`src/rtl/mantissa_sub_pipe_pkg.sv`:
```
// Shared constants and types for the mantissa subtract pipeline.
package mantissa_sub_pipe_pkg;
  localparam int MANT_W = 24;
  typedef logic [MANT_W-1:0] mant_t;
endpackage

```
`src/rtl/mantissa_sub_pipe_if.sv`:
```
// Upstream operand handshake and downstream result handshake.
interface mantissa_sub_pipe_if #(parameter int WIDTH = mantissa_sub_pipe_pkg::MANT_W);
  logic             req_valid;
  logic             req_ready;
  logic [WIDTH-1:0] a;
  logic [WIDTH-1:0] b;
  logic             rsp_valid;
  logic             rsp_ready;
  logic [WIDTH-1:0] diff;
  logic             swap;
  logic             zero;

  modport master (
    output req_valid, a, b, rsp_ready,
    input  req_ready, rsp_valid, diff, swap, zero
  );

  modport slave (
    input  req_valid, a, b, rsp_ready,
    output req_ready, rsp_valid, diff, swap, zero
  );
endinterface

```
`src/rtl/mantissa_sub_pipe_borrow_lookahead_4.sv`:
```
// 4-bit borrow lookahead cell and the WIDTH-bit lookahead subtractor built from it.

module borrow_lookahead_4 (
  input  logic [3:0] g,
  input  logic [3:0] p,
  input  logic       bin,
  output logic       G,
  output logic       P,
  output logic [4:0] borrow
);
  assign G = g[3] | (p[3] & g[2]) | (p[3] & p[2] & g[1]) | (p[3] & p[2] & p[1] & g[0]);
  assign P = &p;

  // every borrow is a flat sum of products, no ripple inside the group
  assign borrow[0] = bin;
  assign borrow[1] = g[0] | (p[0] & bin);
  assign borrow[2] = g[1] | (p[1] & g[0]) | (p[1] & p[0] & bin);
  assign borrow[3] = g[2] | (p[2] & g[1]) | (p[2] & p[1] & g[0]) | (p[2] & p[1] & p[0] & bin);
  assign borrow[4] = G | (P & bin);
endmodule

// x - y with borrow-in 0; bout=1 means y > x.
module mantissa_sub_cla #(parameter int WIDTH = 24) (
  input  logic [WIDTH-1:0] x,
  input  logic [WIDTH-1:0] y,
  output logic [WIDTH-1:0] d,
  output logic             bout
);
  localparam int NG = WIDTH / 4;    // bit groups
  localparam int NB = (NG + 3) / 4; // super-groups of four bit groups

  logic [WIDTH-1:0]  g, p, bvec;
  logic [NG-1:0]     gg, gp, gbin, grp_bout;
  logic [NB*4-1:0]   gg_pad, gp_pad;
  logic [NB-1:0]     sg, sp;
  logic [NB:0]       sbin;
  logic [NB-1:0][4:0] sb;
  logic              unused_bits;

  assign g = ~x & y;
  assign p = ~(x ^ y);

  generate
    for (genvar i = 0; i < NG; i++) begin : g_grp
      logic [4:0] bb;
      borrow_lookahead_4 u_grp (
        .g(g[4*i +: 4]), .p(p[4*i +: 4]), .bin(gbin[i]),
        .G(gg[i]), .P(gp[i]), .borrow(bb)
      );
      assign bvec[4*i +: 4] = bb[3:0];
      assign grp_bout[i]    = bb[4];
      assign gbin[i]        = sb[i/4][i%4];
    end

    // padding groups are transparent (G=0, P=1) so they never mask a real generate
    for (genvar k = 0; k < NB*4; k++) begin : g_pad
      if (k < NG) begin : g_real
        assign gg_pad[k] = gg[k];
        assign gp_pad[k] = gp[k];
      end else begin : g_fill
        assign gg_pad[k] = 1'b0;
        assign gp_pad[k] = 1'b1;
      end
    end

    for (genvar k = 0; k < NB; k++) begin : g_sup
      borrow_lookahead_4 u_sup (
        .g(gg_pad[4*k +: 4]), .p(gp_pad[4*k +: 4]), .bin(sbin[k]),
        .G(sg[k]), .P(sp[k]), .borrow(sb[k])
      );
      assign sbin[k+1] = sg[k] | (sp[k] & sbin[k]);
    end
  endgenerate

  assign sbin[0] = 1'b0;
  assign d       = x ^ y ^ bvec;
  assign bout    = sbin[NB];

  // group carry-outs are recomputed one level up; keep them visibly consumed
  assign unused_bits = ^{sb, grp_bout};
endmodule

```
`src/rtl/mantissa_sub_pipe.sv`:
```
// Two-stage |A-B| pipeline: stage 1 orders the operands, stage 2 subtracts.
module mantissa_sub_pipe
  import mantissa_sub_pipe_pkg::*;
#(
  parameter int WIDTH = MANT_W
) (
  input logic              clk,
  input logic              rst,
  mantissa_sub_pipe_if.slave bus
);
  generate
    if (WIDTH % 4 != 0) begin : g_bad_width
      $error("mantissa_sub_pipe: WIDTH must be a multiple of 4");
    end
  endgenerate

  logic             s1_v, s1_swap, s1_eq;
  logic [WIDTH-1:0] s1_min, s1_sub;
  logic             adv2, acc, s1_bout;
  logic [WIDTH-1:0] d2;
  logic [WIDTH-1:0] unused_s1_diff;
  logic             unused_s2_bout;

  assign adv2          = s1_v & (~bus.rsp_valid | bus.rsp_ready);
  assign bus.req_ready = ~s1_v | adv2;
  assign acc           = bus.req_valid & bus.req_ready;

  mantissa_sub_cla #(.WIDTH(WIDTH)) u_cmp (
    .x(bus.a), .y(bus.b), .d(unused_s1_diff), .bout(s1_bout)
  );

  mantissa_sub_cla #(.WIDTH(WIDTH)) u_sub (
    .x(s1_min), .y(s1_sub), .d(d2), .bout(unused_s2_bout)
  );

  // stage 1: capture ordered operands on accept, empty when handed on
  always_ff @(posedge clk) begin
    if (rst) begin
      s1_v    <= 1'b0;
      s1_swap <= 1'b0;
      s1_eq   <= 1'b0;
      s1_min  <= '0;
      s1_sub  <= '0;
    end else if (acc) begin
      s1_v    <= 1'b1;
      s1_swap <= s1_bout;
      s1_eq   <= (bus.a == bus.b);
      s1_min  <= s1_bout ? bus.b : bus.a;
      s1_sub  <= s1_bout ? bus.a : bus.b;
    end else if (adv2) begin
      s1_v <= 1'b0;
    end
  end

  // stage 2: result register, held while downstream stalls
  always_ff @(posedge clk) begin
    if (rst) begin
      bus.rsp_valid <= 1'b0;
      bus.diff      <= '0;
      bus.swap      <= 1'b0;
      bus.zero      <= 1'b0;
    end else if (adv2) begin
      bus.rsp_valid <= 1'b1;
      bus.diff      <= d2;
      bus.swap      <= s1_swap;
      bus.zero      <= s1_eq;
    end else if (bus.rsp_ready) begin
      bus.rsp_valid <= 1'b0;
    end
  end
endmodule

```
`src/flat_wrapper.sv`:
```
// flat-port wrapper written by rule: the top's interface ports become plain ports
module mantissa_sub_pipe_flat import mantissa_sub_pipe_pkg::*;
#(
  parameter int WIDTH = MANT_W
)
  (clk, rst, bus_req_valid, bus_a, bus_b, bus_rsp_ready, bus_req_ready, bus_rsp_valid, bus_diff, bus_swap, bus_zero);
  mantissa_sub_pipe_if #(.WIDTH(WIDTH)) bus_i ();
  input logic clk;
  input logic rst;
  input wire logic [$bits(bus_i.req_valid)-1:0] bus_req_valid;
  input wire logic [$bits(bus_i.a)-1:0] bus_a;
  input wire logic [$bits(bus_i.b)-1:0] bus_b;
  input wire logic [$bits(bus_i.rsp_ready)-1:0] bus_rsp_ready;
  output wire logic [$bits(bus_i.req_ready)-1:0] bus_req_ready;
  output wire logic [$bits(bus_i.rsp_valid)-1:0] bus_rsp_valid;
  output wire logic [$bits(bus_i.diff)-1:0] bus_diff;
  output wire logic [$bits(bus_i.swap)-1:0] bus_swap;
  output wire logic [$bits(bus_i.zero)-1:0] bus_zero;
  assign bus_i.req_valid = bus_req_valid;
  assign bus_i.a = bus_a;
  assign bus_i.b = bus_b;
  assign bus_i.rsp_ready = bus_rsp_ready;
  assign bus_req_ready = bus_i.req_ready;
  assign bus_rsp_valid = bus_i.rsp_valid;
  assign bus_diff = bus_i.diff;
  assign bus_swap = bus_i.swap;
  assign bus_zero = bus_i.zero;
  mantissa_sub_pipe #(.WIDTH(WIDTH)) u_core (.clk(clk), .rst(rst), .bus(bus_i));
endmodule
```
`config.mk`:
```
export PLATFORM = sky130hd
export DESIGN_NAME = mantissa_sub_pipe_flat
export DESIGN_NICKNAME = d
export VERILOG_FILES = /design/src/rtl/mantissa_sub_pipe_pkg.sv /design/src/rtl/mantissa_sub_pipe_if.sv /design/src/rtl/mantissa_sub_pipe_borrow_lookahead_4.sv /design/src/rtl/mantissa_sub_pipe.sv /design/src/flat_wrapper.sv
export SDC_FILE = /design/constraint.sdc
export NUM_CORES = 1
export LEC_CHECK = 0
export BUFFER_PORTS_ARGS = -buffer_cell sky130_fd_sc_hd__buf_2
export CORE_MARGIN = 3
export CORE_UTILIZATION = 40
export CTS_CLUSTER_SIZE = 14
export DETAILED_ROUTE_END_ITERATION = 7
export SLEW_MARGIN = 20
export SYNTH_ARGS = -nofsm -noshare
export SYNTH_HDL_FRONTEND = slang
export SYNTH_SLANG_ARGS = --single-unit
```
`constraint.sdc`:
```
create_clock -name clk -period 3.5 [get_ports clk]
set_input_delay 0.35 -clock clk [delete_from_list [all_inputs] [get_ports clk]]
set_output_delay 0.35 -clock clk [all_outputs]
set_load 0.05 [all_outputs]
```
# ---- Word level (Yosys, flattened, before mapping)
# Index checks and enable logic that the tools add are counted.
dict set report word_totals {
  latch_bits 0
  output_inout_bits 28
  elab_cells 241
  register_bits 78
  inputBits 52
  n_memories 0
  ramBits 0
  romBits 0
}
dict set report classes {
  bitwise 214
  magnitude_cmp 0
  n_reduce_logical 11
  shift 0
  muxes 6
  eq_ne 1
  div 0
  addsub 0
  n_mul 0
}
# cell n
set op_table {}
lappend op_table {{$and A1 B1 Y1} 123}
lappend op_table {{$or A1 B1 Y1} 80}
lappend op_table {{$xor A24 B24 Y24} 3}
lappend op_table {{$mux W24} 2}
lappend op_table {{$not A24 Y24} 2}
lappend op_table {{$not A23 Y23} 2}
lappend op_table {{$reduce_and A4 Y1} 8}
lappend op_table {{$and A24 B24 Y24} 1}
lappend op_table {{$eq A24 B24 Y1} 1}
lappend op_table {{$and A23 B23 Y23} 1}
lappend op_table {{$reduce_and A8 Y1} 1}
lappend op_table {{$mux W1} 4}
lappend op_table {{$reduce_bool A2 Y1} 2}
lappend op_table {{$not A1 Y1} 2}

# ---- Depth between registers and ports, before layout
# Gate-level depths: netlist of the first run.
dict set report logic_depth {
  word_depth 15
  depth_mapped 12
  depth_no_buf 12
}

# ---- Modules after synthesis
# A second synthesis of the first run with hierarchy kept.
dict set report hier_totals {
  cells_unflattened 734
  hier_area_um2 5925.7
}
# module cells_per_inst area_each_um2 n_inst seq_area_each_um2
set by_module_without_submodules {}
lappend by_module_without_submodules {mantissa_sub_pipe 376 3413.3 1 1561.5}
lappend by_module_without_submodules {borrow_lookahead_4 13 80.1 16 0.0}
lappend by_module_without_submodules {mantissa_sub_cla 75 615.6 2 0.0}

# ---- Worst setup path before layout of the first run
# OpenSTA, ideal clock, no wires.
dict set report synth_path {
  kind {register to register}
  start {register u_core.s1_min[9]}
  end {register u_core.bus.diff[21]}
  n_path_buf 0
  arrival_time_ns 2.763
  synth_period_minus_slack_ns 2.834
  slack_ns 0.666
  setup_time_ns 0.070
  path_stages_with_launch 12
  t_required_ns 3.430
  cell_sequence {dfxtp_1 > inv_1 > ha_1 > a21oi_1 > o21ai_1 > a2111oi_1 > a211oi_1 > or3_1 > fa_1 > xnor2_1 > nand2_1 > a21oi_1}
}
dict set report synth_between {
  elab_chain_cells 14
  word_cells_on_any_way 23
  cone_classes {22 x bitwise; 1 x reduce/logical}
}
# element line
set synth_lines {}
lappend synth_lines {{from (decl)} mantissa_sub_pipe.sv:18} ;# logic [WIDTH-1:0] s1_min, s1_sub;
lappend synth_lines {{from (signal assigned)} mantissa_sub_pipe.sv:48} ;# s1_min <= s1_bout ? bus.b : bus.a;
lappend synth_lines {{$not A23 Y23 / $xor A24 B24 Y24 (equally long branches)} -}
lappend synth_lines {{$and A23 B23 Y23 / $not A23 Y23 (equally long branches)} {mantissa_sub_pipe_borrow_lookahead_4.sv:40, mantissa_sub_pipe_borrow_lookahead_4.sv:41}}
lappend synth_lines {{$and A1 B1 Y1} mantissa_sub_pipe_borrow_lookahead_4.sv:11} ;# assign G = g[3] | (p[3] & g[2]) | (p[3] & p[2] & g[1]) | (p[3] & p[2] & p[1] & g[0]);
lappend synth_lines {{$or A1 B1 Y1 / $and A1 B1 Y1 (equally long branches)} mantissa_sub_pipe_borrow_lookahead_4.sv:11}
lappend synth_lines {{$or A1 B1 Y1} mantissa_sub_pipe_borrow_lookahead_4.sv:11}
lappend synth_lines {{$and A1 B1 Y1} mantissa_sub_pipe_borrow_lookahead_4.sv:11}
lappend synth_lines {{$or A1 B1 Y1 (2 in series)} mantissa_sub_pipe_borrow_lookahead_4.sv:11}
lappend synth_lines {{$or A1 B1 Y1 (*)} mantissa_sub_pipe_borrow_lookahead_4.sv:11}
lappend synth_lines {{$and A1 B1 Y1 (*)} mantissa_sub_pipe_borrow_lookahead_4.sv:16} ;# assign borrow[1] = g[0] | (p[0] & bin);
lappend synth_lines {{$or A1 B1 Y1 (*)} mantissa_sub_pipe_borrow_lookahead_4.sv:16}
lappend synth_lines {{$and A1 B1 Y1 (*)} mantissa_sub_pipe_borrow_lookahead_4.sv:16}
lappend synth_lines {{$or A1 B1 Y1 (*)} mantissa_sub_pipe_borrow_lookahead_4.sv:16}
lappend synth_lines {{$xor A24 B24 Y24 (*)} mantissa_sub_pipe_borrow_lookahead_4.sv:76} ;# assign d = x ^ y ^ bvec;
lappend synth_lines {{to (signal assigned)} mantissa_sub_pipe.sv:59} ;# bus.diff <= '0;
lappend synth_lines {{to (signal assigned)} mantissa_sub_pipe.sv:64} ;# bus.diff <= d2;
lappend synth_lines {{to (decl)} mantissa_sub_pipe_if.sv:20} ;# output req_ready, rsp_valid, diff, swap, zero
# Mark *: on every way between the ends. The rest lies on a longest branch, timed or not.
# A chain may end at the register's enable or synchronous reset.

# ---- Final worst setup path of the first run
# Ends and elaborated chain as after synthesis.

==> results of run 1 <==
## through the flow
step	power (mW)	utilization (%)	hold WS (ns)
after global placement	1.79	45.5	0.440
after detailed placement	1.81	45.5	0.441
after global routing	2.95	48.3	0.281
after floorplan	1.60	-	0.431
after CTS	2.82	48.3	0.249
final	2.80	48.3	0.254
## where the power goes
group | total [mW] | internal [mW] | switching (mW) | leakage (nW)
Combinational | 0.785 | 0.302 | 0.483 | 1.87
Sequential | 1.01 | 0.964 | 0.0416 | 0.646
Clock | 1.01 | 0.645 | 0.368 | 0.156
Total | 2.80 | 1.91 | 0.892 | 2.68
## logic make-up after synthesis
group	after synthesis	share of synthesized area [%]
DFF	78	33.0
xor gates and xnor gates	10	1.85
adders and majority gates	53	15.0
AOI/OAI and AO/OA	187	22.9
buffers and inverters	87	7.46
and+or+nand+nor	92	9.40
muxes	49	10.4
## cell type report
| type | instances | area, um^2 |
|---|---|---|
| clock buffer | 11 | 243 |
| clock inverter | 5 | 81.3 |
| fill | 1125 | 5920 |
| inverter | 56 | 210 |
| multi-input combinational | 391 | 2820 |
| sequential | 78 | 1560 |
| tap | 143 | 179 |
| timing repair buffer | 84 | 445 |
## worst max-delay path: cells and delay by family (launching register included)
family / cells / cell delay [ns]
compound gates: 5 / 1.42
xor+xnor: 1 / 0.16
fa+ha+maj: 2 / 0.78
buf+inv: 1 / 0.04
flops: 1 / 0.32
simple gates: 2 / 0.49
## routing by layer
| layer | GRT usage, % | vias up | wire (um) |
|---|---|---|---|
| met1 | 26.2 | 1827 | 5810 |
| met3 | 3.07 | 10 | 664 |
| met4 | 6.65 | 0 | 137 |
| met2 | 23.7 | 98 | 4430 |
| met5 | 0 | - | 0 |
| li1 | - | 2117 | - |
## cells in the final DEF (no fill, tap or decap), types with 9 or more instances in the layout
cell type                    n
sky130_fd_sc_hd__inv_1      56
sky130_fd_sc_hd__clkbuf_16   9
sky130_fd_sc_hd__mux2i_1    49
sky130_fd_sc_hd__xnor2_1     9
sky130_fd_sc_hd__nand2_1    27
sky130_fd_sc_hd__dfxtp_1    78
sky130_fd_sc_hd__buf_2      79
sky130_fd_sc_hd__nor2_1     23
sky130_fd_sc_hd__ha_1       47
sky130_fd_sc_hd__a211oi_1   14
sky130_fd_sc_hd__o21ai_0    61
sky130_fd_sc_hd__a21oi_1    72
sky130_fd_sc_hd__a21o_1     15
## worst max-delay path by stage
stage	from	to	slack, ns	cells after the start
floorplan	u_core.s1_min[9]$_SDFFE_PP0P_	u_core.bus.diff[21]$_SDFFE_PP0P_	0.67	11
global placement	u_core.s1_min[9]$_SDFFE_PP0P_	u_core.bus.diff[21]$_SDFFE_PP0P_	0.30	11
detailed placement	u_core.s1_min[9]$_SDFFE_PP0P_	u_core.bus.diff[21]$_SDFFE_PP0P_	0.24	11
CTS	u_core.s1_min[9]$_SDFFE_PP0P_	u_core.bus.diff[21]$_SDFFE_PP0P_	0.22	11
global route	u_core.s1_min[9]$_SDFFE_PP0P_	u_core.bus.diff[21]$_SDFFE_PP0P_	0.02	11
finish	u_core.s1_min[9]$_SDFFE_PP0P_	u_core.bus.diff[21]$_SDFFE_PP0P_	0.21	11
==> load_flow_metrics.sql, run 1 <==
INSERT INTO impl_metrics (metric_group, metric, value, unit) VALUES
('worst_setup_path', 'critical_path.slowest_cell', 'sky130_fd_sc_hd__a2111oi_1', ''),
('yosys', 'postSynthNetCount', '661', ''),
('timing', 'rsz0062_at_grt', 'false', ''),
('worst_setup_path', 'end_kind', 'register', ''),
('worst_setup_path', 'worstPathMaxFanout', '6', ''),
('clock_network', 'clock-sinks', '78', ''),
('clock_network', 'post_cts_resized', '0', ''),
('yosys', 'synthDominantAreaCellType', 'sky130_fd_sc_hd__dfxtp_1', ''),
('run', 'max_cap_viol_count', '0', ''),
('yosys', 'avg_synthesized_cell_area', '8.50', 'um^2'),
('routing', 'totalWireLength', '11000', 'um'),
('worst_hold_path', 'worst_hold_path_type', 'input pin to register', ''),
('grt', 'grt_pass1_wl', '18100', 'um'),
('cells_and_area', 'antenna_cells_inserted', '0', ''),
('timing', 'max-slew-margin-rel', '47.1', '%'),
('timing', 'worst_clock_skew', '0.00998', 'ns'),
('cells_and_area', 'syn_to_final_growth', '17.3', '%'),
('floorplanning', 'floorplan.initialDensity', '41.2', '%'),
('floorplanning', 'die_height', '115', 'um'),
('floorplanning', 'row_count', '39', ''),
('floorplanning', 'boundaryPins', '80', ''),
('routing', 'wire_per_inst', '14.4', 'um'),
('timing', 'max_clock_freq', '304', 'MHz'),
('clock_network', 'cts-htree-levels', '3', ''),
('clock_network', 'hold_buffers', '0', ''),
('placed_design', 'dp.cells', '752', ''),
('yosys', 'synthFlopType', 'sky130_fd_sc_hd__dfxtp_1', ''),
('yosys', 'synth_top_cells_by_count', 'sky130_fd_sc_hd__dfxtp_1 (78), sky130_fd_sc_hd__a21oi_1 (72), sky130_fd_sc_hd__o21ai_0 (61), sky130_fd_sc_hd__inv_1 (56), sky130_fd_sc_hd__mux2i_1 (49)', ''),
('cells_and_area', 'fin_cells', '768', ''),
('grt', 'vias_in_the_first_global_route', '3751', ''),
('timing', 'final_min_period_over_clock_period', '93.9', '%'),
('worst_setup_path', 'critical_path.max_stage_delay', '0.66', 'ns'),
('placed_design', 'placement.setup.worst_slack', '0.236', 'ns'),
('yosys', 'ys_warn_count', '0', ''),
('cells_and_area', 'layout_net_count', '725', ''),
('cells_and_area', 'drive_above_1_share', '16.8', '%'),
('worst_hold_path', 'worstHoldStart', 'bus_req_valid', ''),
('yosys', 'post-synth-top-count-cell', 'sky130_fd_sc_hd__dfxtp_1', ''),
('clock_network', 'post-cts-setup-buffer-count', '0', ''),
('worst_setup_path', 'regToRegSetupSlack', '0.21', 'ns'),
('timing', 'finalHoldViolCount', '0', ''),
('routing', 'drt-pass1-iter-count', '5', ''),
('worst_setup_path', 'critical_path_arrival', '3.55', 'ns'),
('floorplanning', 'die_x', '115', 'um'),
('placed_design', 'globalplace.congestion', '0.783', ''),
('grt', 'grt_util_all_layers', '17.2', '%'),
('timing', 'fin_tns_setup', '0', 'ns'),
('worst_setup_path', 'worstSetupPathType', 'register to register', ''),
('clock_network', 'clk_latency', '0.34', 'ns'),
('placed_design', 'dp_hpwl', '8430', 'um'),
('run_status', 'outcome', 'complete, no violations', ''),
('grt', 'grt_start_max_net_pins', '97', ''),
('power_and_ir_drop', 'leakage_power_figure', '2.68', 'nW'),
('power_and_ir_drop', 'power.ir.vdd_worst', '284', 'uV'),
('cells_and_area', 'final_cell_area', '5540', 'um^2'),
('timing', 'post-route-worst-setup-slack', '0.214', 'ns'),
('yosys', 'synthesis.instances', '556', ''),
('timing', 'finalSetupViolations', '0', ''),
('routing', 'route.vias.total', '4052', ''),
('clock_network', 'clockRootBuffer', 'sky130_fd_sc_hd__clkbuf_16', ''),
('clock_network', 'cts_inserted_buffers', '9', ''),
('power_and_ir_drop', 'power_density', '506', 'nW/um^2'),
('routing', 'antenna_violating_nets_post_route', '0', ''),
('clock_network', 'clk_pin_slew', '0.06', 'ns'),
('timing', 'timing.final.crit_period', '3.29', 'ns'),
('yosys', 'postSynth.asyncResetShare', '0', '%'),
('floorplanning', 'core-area', '11500', 'um^2'),
('routing', 'drc_errors', '0', ''),
('routing', 'avgViaCountPerCell', '5.28', ''),
('yosys', 'synth_sequential_area_ratio', '33.0', '%'),
('yosys', 'synth_edf_count', '0', '');
Power figures use the tool's default switching activity.
==> run 2: changes to the inputs <==
--- a/config.mk
+++ b/config.mk
@@ -6,10 +6,13 @@
 export NUM_CORES = 1
 export LEC_CHECK = 0
 export BUFFER_PORTS_ARGS = -buffer_cell sky130_fd_sc_hd__buf_2
+export CAP_MARGIN = 20
 export CORE_MARGIN = 3
 export CORE_UTILIZATION = 40
 export CTS_CLUSTER_SIZE = 14
 export DETAILED_ROUTE_END_ITERATION = 7
+export GPL_TIMING_DRIVEN = 0
+export RECOVER_POWER = 25
 export SLEW_MARGIN = 20
 export SYNTH_ARGS = -nofsm -noshare
 export SYNTH_HDL_FRONTEND = slang
==> run 2 against run 1 <==
Against the previous run:
- combinational power up 2%
- clock skew down 0.0069 ns
- power shrank 4.4%
- worst setup slack better by 0.095 ns
- sequential power barely moved
- global-route usage rose by 1.6 points
- worst hold slack gained 0.0021 ns
==> load_flow_metrics.sql, run 2 (synthesis results as in run 1) <==
INSERT INTO impl_metrics (metric_group, metric, value, unit) VALUES
('floorplanning', 'die_height', '115', 'um'),
('cells_and_area', 'syn_to_final_growth', '17.4', '%'),
('cells_and_area', 'antenna_cells_inserted', '0', ''),
('placed_design', 'globalplace.congestion', '0.838', ''),
('power_and_ir_drop', 'leakage_power_figure', '2.57', 'nW'),
('placed_design', 'buffer_ports.inserted', '78', ''),
('routing', 'avgViaCountPerCell', '5.31', ''),
('routing', 'drt-pass1-iter-count', '5', ''),
('worst_setup_path', 'regToRegSetupSlack', '0.31', 'ns'),
('routing', 'drc_errors', '0', ''),
('timing', 'finalHoldViolCount', '0', ''),
('worst_setup_path', 'r2r-start', 'u_core.s1_min[9]$_SDFFE_PP0P_', ''),
('cells_and_area', 'final_common_cell', 'sky130_fd_sc_hd__dfxtp_1', ''),
('floorplanning', 'row_count', '39', ''),
('timing', 'final_min_period_over_clock_period', '91.2', '%'),
('cells_and_area', 'largest_registers', 'u_core.bus.diff x24, u_core.s1_min x24, u_core.s1_sub x24', ''),
('clock_network', 'clock_tree.buffer_depth', '2', ''),
('timing', 'max_clock_freq', '313', 'MHz'),
('timing', 'timing.final.crit_period', '3.19', 'ns'),
('worst_hold_path', 'worst_hold_path_type', 'input pin to register', ''),
('clock_network', 'cts-htree-levels', '3', ''),
('timing', 'max-slew-margin-rel', '55.8', '%'),
('cells_and_area', 'layout_net_count', '750', ''),
('grt', 'grt_antenna_before_repair', '0', ''),
('worst_hold_path', 'worstHoldStart', 'bus_req_valid', ''),
('clock_network', 'clockRootBuffer', 'sky130_fd_sc_hd__clkbuf_16', ''),
('cells_and_area', 'commonest_cells_after_routing_fill_and_taps_aside', 'sky130_fd_sc_hd__dfxtp_1 (78), sky130_fd_sc_hd__a21oi_1 (72), sky130_fd_sc_hd__o21ai_0 (61), sky130_fd_sc_hd__inv_1 (56), sky130_fd_sc_hd__buf_2 (54)', ''),
('floorplanning', 'floorplan.initialDensity', '41.2', '%'),
('placed_design', 'dp_hpwl', '10100', 'um'),
('clock_network', 'post_cts_resized', '0', ''),
('routing', 'wire_per_inst', '15.5', 'um'),
('worst_hold_path', 'hold_end', 'u_core.s1_v$_SDFFE_PP0P_', ''),
('timing', 'finalSetupViolations', '0', ''),
('clock_network', 'post-cts-setup-buffer-count', '0', ''),
('grt', 'grt_pass1_wl', '19800', 'um'),
('clock_network', 'cts_tree', 'built', ''),
('timing', 'post-route-worst-setup-slack', '0.309', 'ns'),
('worst_setup_path', 'crit_required', '3.76', 'ns'),
('floorplanning', 'core-area', '11500', 'um^2'),
('cells_and_area', 'drive_above_1_share', '12.0', '%'),
('worst_hold_path', 'worst_hold_path_cells', '3', ''),
('timing', 'worstMarginPinSlew', '0.656', 'ns'),
('floorplanning', 'die_x', '115', 'um'),
('routing', 'drt_first_iter_violations', '251', ''),
('worst_setup_path', 'critical_path_arrival', '3.45', 'ns'),
('worst_setup_path', 'worstSetupPathType', 'register to register', ''),
('timing', 'rsz0062_at_grt', 'false', ''),
('run', 'max_cap_viol_count', '0', ''),
('worst_setup_path', 'worstPathMaxFanout', '6', ''),
('routing', 'antenna_violating_nets_post_route', '0', ''),
('clock_network', 'hold_buffers', '0', ''),
('routing', 'route.vias.total', '4212', ''),
('clock_network', 'clock-sinks', '78', ''),
('floorplanning', 'boundaryPins', '80', ''),
('clock_network', 'clk_latency', '0.33', 'ns'),
('timing', 'fin_tns_setup', '0', 'ns'),
('routing', 'totalWireLength', '12300', 'um'),
('power_and_ir_drop', 'power_density', '483', 'nW/um^2'),
('worst_setup_path', 'r2r-end', 'u_core.bus.diff[21]$_SDFFE_PP0P_', ''),
('worst_setup_path', 'end_kind', 'register', ''),
('placed_design', 'placement.setup.worst_slack', '0.139', 'ns'),
('grt', 'vias_in_the_first_global_route', '4006', ''),
('clock_network', 'cts_inserted_buffers', '9', ''),
('floorplanning', 'die_area', '13200', 'um^2'),
('run_status', 'outcome', 'complete, no violations', ''),
('clock_network', 'clk_pin_slew', '0.06', 'ns'),
('worst_setup_path', 'ff2ff_path_depth', '11', ''),
('worst_setup_path', 'critical_path.startpoint_type', 'register', ''),
('timing', 'worst_clock_skew', '0.00304', 'ns'),
('grt', 'globalRoute.totalOverflow', '0', ''),
('grt', 'grt_util_all_layers', '18.8', '%'),
('timing', 'timing.final.max_slew_violations', '0', ''),
('power_and_ir_drop', 'power.ir.vdd_worst', '315', 'uV'),
('cells_and_area', 'finalCoreUtilization', '48.4', '%'),
('grt', 'grt_start_max_net_pins', '14', '');
run 2: critical path, stage by stage (launching register included):
cell and delay [ns]:
sky130_fd_sc_hd__dfxtp_1 0.32, sky130_fd_sc_hd__inv_1 0.05, sky130_fd_sc_hd__ha_1 0.35, sky130_fd_sc_hd__a21oi_1 0.24, sky130_fd_sc_hd__o21ai_1 0.17, sky130_fd_sc_hd__a2111oi_2 0.52, sky130_fd_sc_hd__a211oi_1 0.22, sky130_fd_sc_hd__or3_1 0.42
sky130_fd_sc_hd__fa_1 0.44, sky130_fd_sc_hd__xnor2_1 0.17, sky130_fd_sc_hd__nand2_1 0.08, sky130_fd_sc_hd__a21oi_1 0.15
run 2: worst max path at each step:
stage / end / cells past startpoint / startpoint
3_5_place_dp: u_core.bus.diff[21]$_SDFFE_PP0P_ / 11 / u_core.s1_min[9]$_SDFFE_PP0P_
5_1_grt: u_core.bus.diff[21]$_SDFFE_PP0P_ / 11 / u_core.s1_min[9]$_SDFFE_PP0P_
3_3_place_gp: u_core.bus.diff[21]$_SDFFE_PP0P_ / 11 / u_core.s1_min[9]$_SDFFE_PP0P_
4_1_cts: u_core.bus.diff[21]$_SDFFE_PP0P_ / 11 / u_core.s1_min[9]$_SDFFE_PP0P_
2_1_floorplan: u_core.bus.diff[21]$_SDFFE_PP0P_ / 11 / u_core.s1_min[9]$_SDFFE_PP0P_
6_report: u_core.bus.diff[21]$_SDFFE_PP0P_ / 11 / u_core.s1_min[9]$_SDFFE_PP0P_
run 2: per-layer routing:
| metal | GRT usage (%) | up-vias | wire (um) |
|---|---|---|---|
| met1 | 27.7 | 1941 | 6300 |
| met5 | 0 | - | 0 |
| met4 | 5.24 | 0 | 136 |
| met3 | 3.01 | 9 | 570 |
| met2 | 28.6 | 97 | 5310 |
| li1 | - | 2165 | - |
run 2: cell type report:
type,instances,area (um^2)
plain buffers,31,143
flip-flops and latches,78,1560
well taps,143,179
fillers,1137,5920
clock buffers,12,246
clock inverters,4,31.3
repair buffers,78,360
multi-input cells,391,2820
inverters,56,210
run 2: where the power goes:
group / switching [mW] / leakage (nW) / internal [mW]
combinational: 0.499 / 1.80 / 0.304
clock: 0.362 / 0.125 / 0.502
sequential: 0.0478 / 0.646 / 0.965
run 2: through the flow:
stage,instances,cell area [um^2],total power [mW],hold WS [ns]
detailed placement,777,5300,1.83,0.443
global route,793,5550,2.83,0.266
global placement,777,5300,1.81,0.441
finish,793,5550,2.68,0.256
CTS,793,5570,2.70,0.255
floorplan,556,4730,1.60,0.431
